<file path="src/rtl/operand_fetch.sv">
// operand_fetch: register file with a sequenced Rm-then-Rn operand fetch under a valid/ready handshake
module operand_fetch #(
  parameter int DATA_W = 16,
  parameter int NREGS = 8,
  parameter int REG_AW = 3
) (
  input  logic              clk,
  input  logic              reset,
  input  logic              start,
  input  logic [REG_AW-1:0] rn,
  input  logic [REG_AW-1:0] rm,
  input  logic [1:0]        shift_in,
  input  logic              w_en,
  input  logic [REG_AW-1:0] w_num,
  input  logic [DATA_W-1:0] w_data,
  output logic              busy,
  output logic              valid,
  input  logic              ready,
  output logic [DATA_W-1:0] a_out,
  output logic [DATA_W-1:0] b_out,
  output logic [1:0]        shift_out
);
  typedef enum logic [1:0] {IDLE, READ_B, READ_A, PRESENT} state_t;
  state_t state;
  logic [DATA_W-1:0] regs [NREGS];
  logic [REG_AW-1:0] rn_q, rm_q;
  logic [1:0] shift_q;
  logic [DATA_W-1:0] rd_b, rd_a;
  logic take;
  // a same-cycle writeback to the register being read wins over the stored value
  assign rd_b = (w_en && w_num == rm_q) ? w_data : regs[rm_q];
  assign rd_a = (w_en && w_num == rn_q) ? w_data : regs[rn_q];
  assign take = start && (state == IDLE || (state == PRESENT && ready));
  assign busy = state != IDLE;
  always_ff @(posedge clk) begin
    if (reset) begin
      state <= IDLE;
      valid <= 1'b0;
      a_out <= '0;
      b_out <= '0;
      shift_out <= 2'b00;
      rn_q <= '0;
      rm_q <= '0;
      shift_q <= 2'b00;
      for (int i = 0; i < NREGS; i++) regs[i] <= '0;
    end else begin
      if (w_en) regs[w_num] <= w_data;
      if (take) begin
        rn_q <= rn;
        rm_q <= rm;
        shift_q <= shift_in;
      end
      case (state)
        IDLE: state <= take ? READ_B : IDLE;
        READ_B: begin
          b_out <= rd_b;
          state <= READ_A;
        end
        READ_A: begin
          a_out <= rd_a;
          shift_out <= shift_q;
          valid <= 1'b1;
          state <= PRESENT;
        end
        default: begin
          valid <= !ready;
          state <= !ready ? PRESENT : (start ? READ_B : IDLE);
        end
      endcase
    end
  end
endmodule

</file>
<file path="config.mk">
export PLATFORM = sky130hd
export DESIGN_NAME = operand_fetch
export DESIGN_NICKNAME = d
export VERILOG_FILES = /design/src/rtl/operand_fetch.sv
export SDC_FILE = /design/constraint.sdc
export NUM_CORES = 1
export LEC_CHECK = 0
export ABC_CLOCK_PERIOD_IN_PS = 1760
export BUFFER_PORTS_ARGS = -buffer_cell sky130_fd_sc_hd__buf_4
export CAP_MARGIN = 5
export CORE_UTILIZATION = 35
export DETAILED_ROUTE_END_ITERATION = 12
export GPL_ROUTABILITY_DRIVEN = 0
export GPL_TIMING_DRIVEN = 1
export PLACE_DENSITY = 0.58
export SYNTH_ARGS = -nofsm -noshare
export SYNTH_HDL_FRONTEND = slang
export SYNTH_SLANG_ARGS = --single-unit
export TNS_END_PERCENT = 100
</file>
<file path="constraint.sdc">
create_clock -name clk -period 1.76 [get_ports clk]
set_input_delay 0 -clock clk [delete_from_list [all_inputs] [get_ports clk]]
set_output_delay 0 -clock clk [all_outputs]
set_load 0.05 [all_outputs]
</file>
==> impl_metrics.yaml, run 1 <==
route:
  dr.pass1.iters: 6
  wl_per_cell_um: 22.0
  vias: 5786
  vias_per_cell: 5.30
  drc_errors: 0
  ant_nets: 0
  wirelength_um: 24100
  drt_iter0_drc: 499
flow_run:
  maxCapViolations: 0
critical_path:
  cp-endpoint: "a_out[11]$_SDFFE_PP0P_"
  r2r_end: "a_out[11]$_SDFFE_PP0P_"
  cp-end-kind: "register"
  crit_arrival_ps: 2050
  r2r-start: "rn_q[0]$_SDFFE_PP0P_"
  cp_max_fo: 8
  reg2regPathDepth: 6
  crit_type: "register to register"
  required_ps: 2060
  reg2reg_slack_ps: 10
  start_kind: "register"
  cp-startpoint: "rn_q[0]$_SDFFE_PP0P_"
timing:
  tns_ps: 0
  relSlewSlack_pct: 73.3
  setup_viol: 0
  worstMarginPinSlew_ps: 401
  rsz0062_at_grt: "true"
  clock_skew_ps: 13.5
  hold_violations: 0
  clock.fmax_ghz: 0.572
  timing.final.crit_share_pct: 99.3
  finalWorstPathRequiredPeriod_ps: 1750
  slew_viol_final: 0
global_route:
  grt_max_degree: 36
  antenna_found_initial: 1
  grt_pass1_vias: 6058
  gr-total-overflow: 0
  grt_pass1_wl_um: 36000
  track_usage_pct: 19.3
logic_synthesis:
  synthesis.area_mm2: 0.00867
  seq_area_frac_synth_pct: 54.7
  synth_nets: 659
  yosys_warnings: 0
  synth_ff_type: "edfxtp_1"
  yosysUniqueCellTypes: 35
  synth_area_leader_cell: "edfxtp_1"
  synthTopCellsByCount: "and2_1, edfxtp_1, dfxtp_1, mux4_2, nor2_1"
  synth_edf_count: 128
  syn_avg_cell_area_um2: 13.9
  synth_top_area_share_pct: 44.3
  async_flop_share_pct: 0
  syn_inst: 622
  synthTopCellsByArea: "edfxtp_1, mux4_2, dfxtp_1, and2_1, mux2_2"
  ys_seq_elements: 173
die:
  die_y_um: 159
  io_pins: 68
  start_util_pct: 35.7
  dieArea_mm2: 0.0254
  core_area_mm2: 0.0243
  num_rows: 57
  die_x_um: 159
cells_and_area:
  nNetsFinal: 792
  utilization_pct: 45.2
  syn_to_final_growth_pct: 26.7
  drive_gt1_share_pct: 35.3
  antenna_cells: 0
run_status:
  status: "finished clean"
cts:
  cts.sinks: 173
  cts_max_path_buffers: 2
  cts_buffers: 17
  path_clk_slew_ps: 70
  clockRootBuffer: "clkbuf_16"
  cts_tree: "yes"
  h-tree-depth: 4
  insertion_delay_ps: 430
pwr:
  p_leak_nw: 4.03
  pwr_density_cell_mw_per_mm2: 1100
  ir_drop_uv: 618
place:
  io_buffer_count: 67
  dp.final_hpwl_um: 15400
hold_path:
  min_path_type: "input port to register"
-- report_power, final --
part	switching, mW	internal (mW)
clock	1.61	2.04
sequential	0.269	4.78
combinational	1.87	1.53
total	3.75	8.34
-- registers in the layout, indices dropped and copies added (netlist names) --
register,count
state,2
b_out,16
valid,1
a_out,16
rn_q,3
shift_q,2
shift_out,2
regs,128
rm_q,3
-- worst max-delay path, stage by stage (launching register included) --
cell,delay (ps)
dfxtp_2,360
buf_12,150
buf_12,150
mux4_2,510
mux2i_1,140
nor2_1,50
a221o_1,270
-- per-layer routing --
| metal | wire [um] | global-route usage (%) | share of wire (%) | up-vias |
|---|---|---|---|---|
| li1 | - | - | - | 2619 |
| met1 | 10500 | 24.7 | 43 | 2941 |
| met2 | 11900 | 33.0 | 49 | 187 |
| met3 | 1170 | 3.31 | 4.9 | 39 |
| met4 | 542 | 6.56 | 2.3 | 0 |
| met5 | 0 | 0 | 0 | - |
-- cell families (layout without fill, tap and decap cells) --
logic type / after synthesis / after routing / synth area share, %
adder cells (fa/ha/maj): 5 / 5 / 0.722
buffers and inverters: 51 / 197 / 3.06
multiplexers: 117 / 117 / 20.4
flip-flops: 173 / 173 / 54.7
AO/OA/AOI/OAI: 58 / 58 / 6.19
AND/OR/NAND/NOR: 212 / 212 / 13.9
XOR/XNOR: 6 / 6 / 0.996
-- worst min-delay path by stage --
stage	start	to	cells after the start
floorplan	ready	state[0]$_SDFF_PP0_	1
global placement	ready	state[0]$_SDFF_PP0_	2
detailed placement	ready	valid$_SDFFE_PP0N_	2
CTS	reset	valid$_SDFFE_PP0N_	3
global route	reset	shift_q[0]$_SDFFE_PP0P_	3
finish	w_en	a_out[15]$_SDFFE_PP0P_	3
-- cell usage in the layout, fill, tap and decap left out, types with 5 or more instances in the layout --
cell type | netlist | layout
dfxtp_1 | 45 | 40
nand2_1 | 6 | 6
clkinvlp_4 | 0 | 5
o22ai_1 | 18 | 15
buf_12 | 0 | 17
buf_4 | 5 | 110
or2_2 | 9 | 9
ha_1 | 5 | 5
dlygate4sd3_1 | 0 | 26
edfxtp_1 | 128 | 128
inv_1 | 8 | 8
nor2_1 | 44 | 44
nand2b_1 | 6 | 6
mux2_2 | 36 | 36
mux4_2 | 44 | 44
mux2i_1 | 37 | 37
clkbuf_16 | 0 | 19
a221o_1 | 31 | 31
and2_1 | 128 | 128
nor3_1 | 11 | 8
-- what timing repair did --
item,4_1_cts,5_1_grt
endpoints found under the setup margin,18,32
gates resized for setup,5,18
hold buffers,26,0
endpoints found under the hold margin,170,0
pin swaps,1,1
buffers inserted,4,2
cloned,1,2
-- layout make-up --
cell class / count / area (um^2)
inverters: 8 / 30.0
flip-flops and latches: 173 / 4760
clock buffers: 20 / 457
multi-input cells: 398 / 3710
well taps: 324 / 405
fillers: 2180 / 13300
clock inverters: 12 / 113
repair buffers: 157 / 1520
-- stage by stage --
| step | power [mW] | instances | worst slack [ps] | hold WS (ps) | cell area, um^2 |
|---|---|---|---|---|---|
| 5_1_grt | 12.5 | 1092 | -57.1 | 56.3 | 11000 |
| 3_5_place_dp | 8.31 | 1025 | -164 | 243 | 9940 |
| 2_1_floorplan | 7.19 | 622 | 8.56 | 114 | 8670 |
| 4_1_cts | 12.0 | 1088 | 0.482 | 30.2 | 10900 |
| 6_report | 12.1 | 1092 | 11.7 | 29.0 | 11000 |
| 3_3_place_gp | 8.26 | 1025 | -86.1 | 229 | 9940 |
(Power assumes the default switching activity.)
==> run 2, diff against run 1 <==
- SETUP_SLACK_MARGIN: not set -> 0.1
==> run 2 against run 1 <==
Utilization hardly changed. Sequential power is essentially flat. First-iteration DRC count up 2.8%. Cell area decreased by 0.10%. Combinational power barely moved. Power shrank 0.72%. Register-to-register slack better by 20 ps. Sequential cell count unchanged. Clock skew shrank 8.4 ps. Clock-buffer cell count shrank 1. Fmax rose by 1.4%. Critical path type unchanged. Largest cell class unchanged.
==> impl_metrics.yaml, run 2 (synthesized netlist as in run 1, its figures left out) <==
cells_and_area:
  final_cell_mix: "and2_1, edfxtp_1, buf_4, mux4_2"
  top_register: "regs"
  stdcell_count: 1083
  syn_to_final_growth_pct: 26.6
  drive_gt1_share_pct: 36.9
  antenna_cells: 0
  nNetsFinal: 784
  n_fill_cell: 2164
  reg_top3: "regs (128), a_out (16), b_out (16)"
  largest_register_ffs: 128
critical_path:
  cp_slowest_cell: "dfxtp_4"
  required_ps: 2070
  cp_slowest_stage_delay_ps: 380
  start_kind: "register"
  r2r-start: "rn_q[0]$_SDFFE_PP0P_"
  crit_arrival_ps: 2040
  crit_type: "register to register"
  reg2regPathDepth: 6
  crit_chain: "buf_12, xor2_4, o41ai_4, buf_12, nor2_1, a221o_1"
  cp-endpoint: "a_out[13]$_SDFFE_PP0P_"
  reg2reg_slack_ps: 40
  cp_max_fo: 15
  r2r_end: "a_out[13]$_SDFFE_PP0P_"
  crit_top_cell: "buf_12"
  cp-end-kind: "register"
  cp-startpoint: "rn_q[0]$_SDFFE_PP0P_"
timing:
  clock_skew_ps: 5.09
  timing.final.crit_share_pct: 98.0
  worstMarginPinSlew_ps: 375
  setup_viol: 0
  clock.fmax_ghz: 0.580
  finalWorstPathRequiredPeriod_ps: 1720
  relSlewSlack_pct: 74.9
  slew_viol_final: 0
  hold_violations: 0
  rsz0062_at_grt: "true"
cts:
  cts_max_path_buffers: 2
  clockRootBuffer: "clkbuf_16"
  cts_tree: "yes"
  h-tree-depth: 4
  path_clk_slew_ps: 60
  cts.sinks: 173
  insertion_delay_ps: 430
  cts_buffers: 17
pwr:
  finalPower_mw: 12.0
  p_leak_nw: 3.98
  ir_drop_uv: 674
  pwr_density_cell_mw_per_mm2: 1090
die:
  die_y_um: 159
  dieArea_mm2: 0.0254
  num_rows: 57
  core_area_mm2: 0.0243
  io_pins: 68
  die_x_um: 159
  start_util_pct: 35.7
global_route:
  grt_max_degree: 27
  antenna_found_initial: 2
  grt_pass1_vias: 6106
  grt_pass1_wl_um: 37100
  gr-total-overflow: 0
  track_usage_pct: 20.1
route:
  vias: 5818
  vias_per_cell: 5.37
  wirelength_um: 25000
  dr.pass1.iters: 4
  ant_nets: 0
  drt_iter0_drc: 513
  wl_per_cell_um: 23.0
  drc_errors: 0
run_status:
  status: "finished clean"
place:
  dp.final_hpwl_um: 15600
  io_buffer_count: 67
  placed_cells: 1021
hold_path:
  holdPathStages: 3
  worstHoldStart: "reset"
  min_path_type: "input port to register"
flow_run:
  maxCapViolations: 0
-- run 2: cell count changes in the layout (fill, tap and decap cells not counted), moves of 2 or more --
cell,before,now
nor2_2,0,4
inv_6,4,1
nor3_2,3,10
nor3_1,8,1
buf_4,110,104
nor2_1,44,39
xor2_1,3,1
clkinv_2,2,5
-- run 2: what timing repair did --
| item | 4_1_cts | 5_1_grt |
|---|---|---|
| hold buffers | 26 | 0 |
| setup endpoints to repair | 29 | 33 |
| cloned | 0 | 2 |
| buffers inserted | 2 | 1 |
| pin swaps | 0 | 2 |
| gates resized for setup | 6 | 31 |
| endpoints found under the hold margin | 170 | 0 |
-- run 2: layout make-up --
cell class	count	area, um^2	share of cell area, %
sequential	173	4760	43.4
multi-input combinational	398	3820	34.8
timing repair buffer	149	1420	13.0
clock buffer	19	443	4.04
tap	324	405	3.69
clock inverter	12	97.6	0.889
inverter	8	30.0	0.274
-- run 2: layer usage --
metal	up-vias	track usage, %	part of all wire (%)
li1	2603	-	-
met1	2998	24.8	42
met2	175	35.2	51
met3	42	3.46	4.6
met4	0	7.21	3.0
met5	-	0	0
-- run 2: how the worst min path moves through the flow --
| stage | slack (ps) | to |
|---|---|---|
| floorplan | 110 | state[0]$_SDFF_PP0_ |
| global placement | 230 | shift_q[1]$_SDFFE_PP0P_ |
| detailed placement | 240 | valid$_SDFFE_PP0N_ |
| CTS | 30 | rm_q[1]$_SDFFE_PP0P_ |
| global route | 40 | rn_q[2]$_SDFFE_PP0P_ |
| finish | 50 | rn_q[1]$_SDFFE_PP0P_ |
-- run 2: where the power goes --
group | switching [mW] | internal (mW) | total, mW
sequential | 0.286 | 4.78 | 5.07
combinational | 1.91 | 1.50 | 3.41
clock | 1.56 | 1.96 | 3.52
total | 3.76 | 8.24 | 12.0
-- run 2: worst max-delay path, delay by kind of cell, from the launching register on --
family                    cells  cell delay, ps
and+or+nand+nor               1              60
xor gates and xnor gates      1             190
DFF                           1             380
buffers and inverters         2             380
AOI/OAI and AO/OA             2             590
-- run 2: per-stage QoR --
stage | TNS, ps | hold WS (ps) | worst slack (ps) | utilization (%) | area (um^2)
after floorplan | 0 | 114 | 94.0 | - | 8710
after global placement | 0 | 230 | 51.3 | 40.9 | 9940
after detailed placement | -3.43 | 242 | -3.43 | 40.9 | 9940
after CTS | 0 | 28.6 | 36.7 | 44.3 | 10800
after global routing | -119 | 42.7 | -24.4 | 45.1 | 11000
final | 0 | 50.7 | 35.1 | 45.1 | 11000
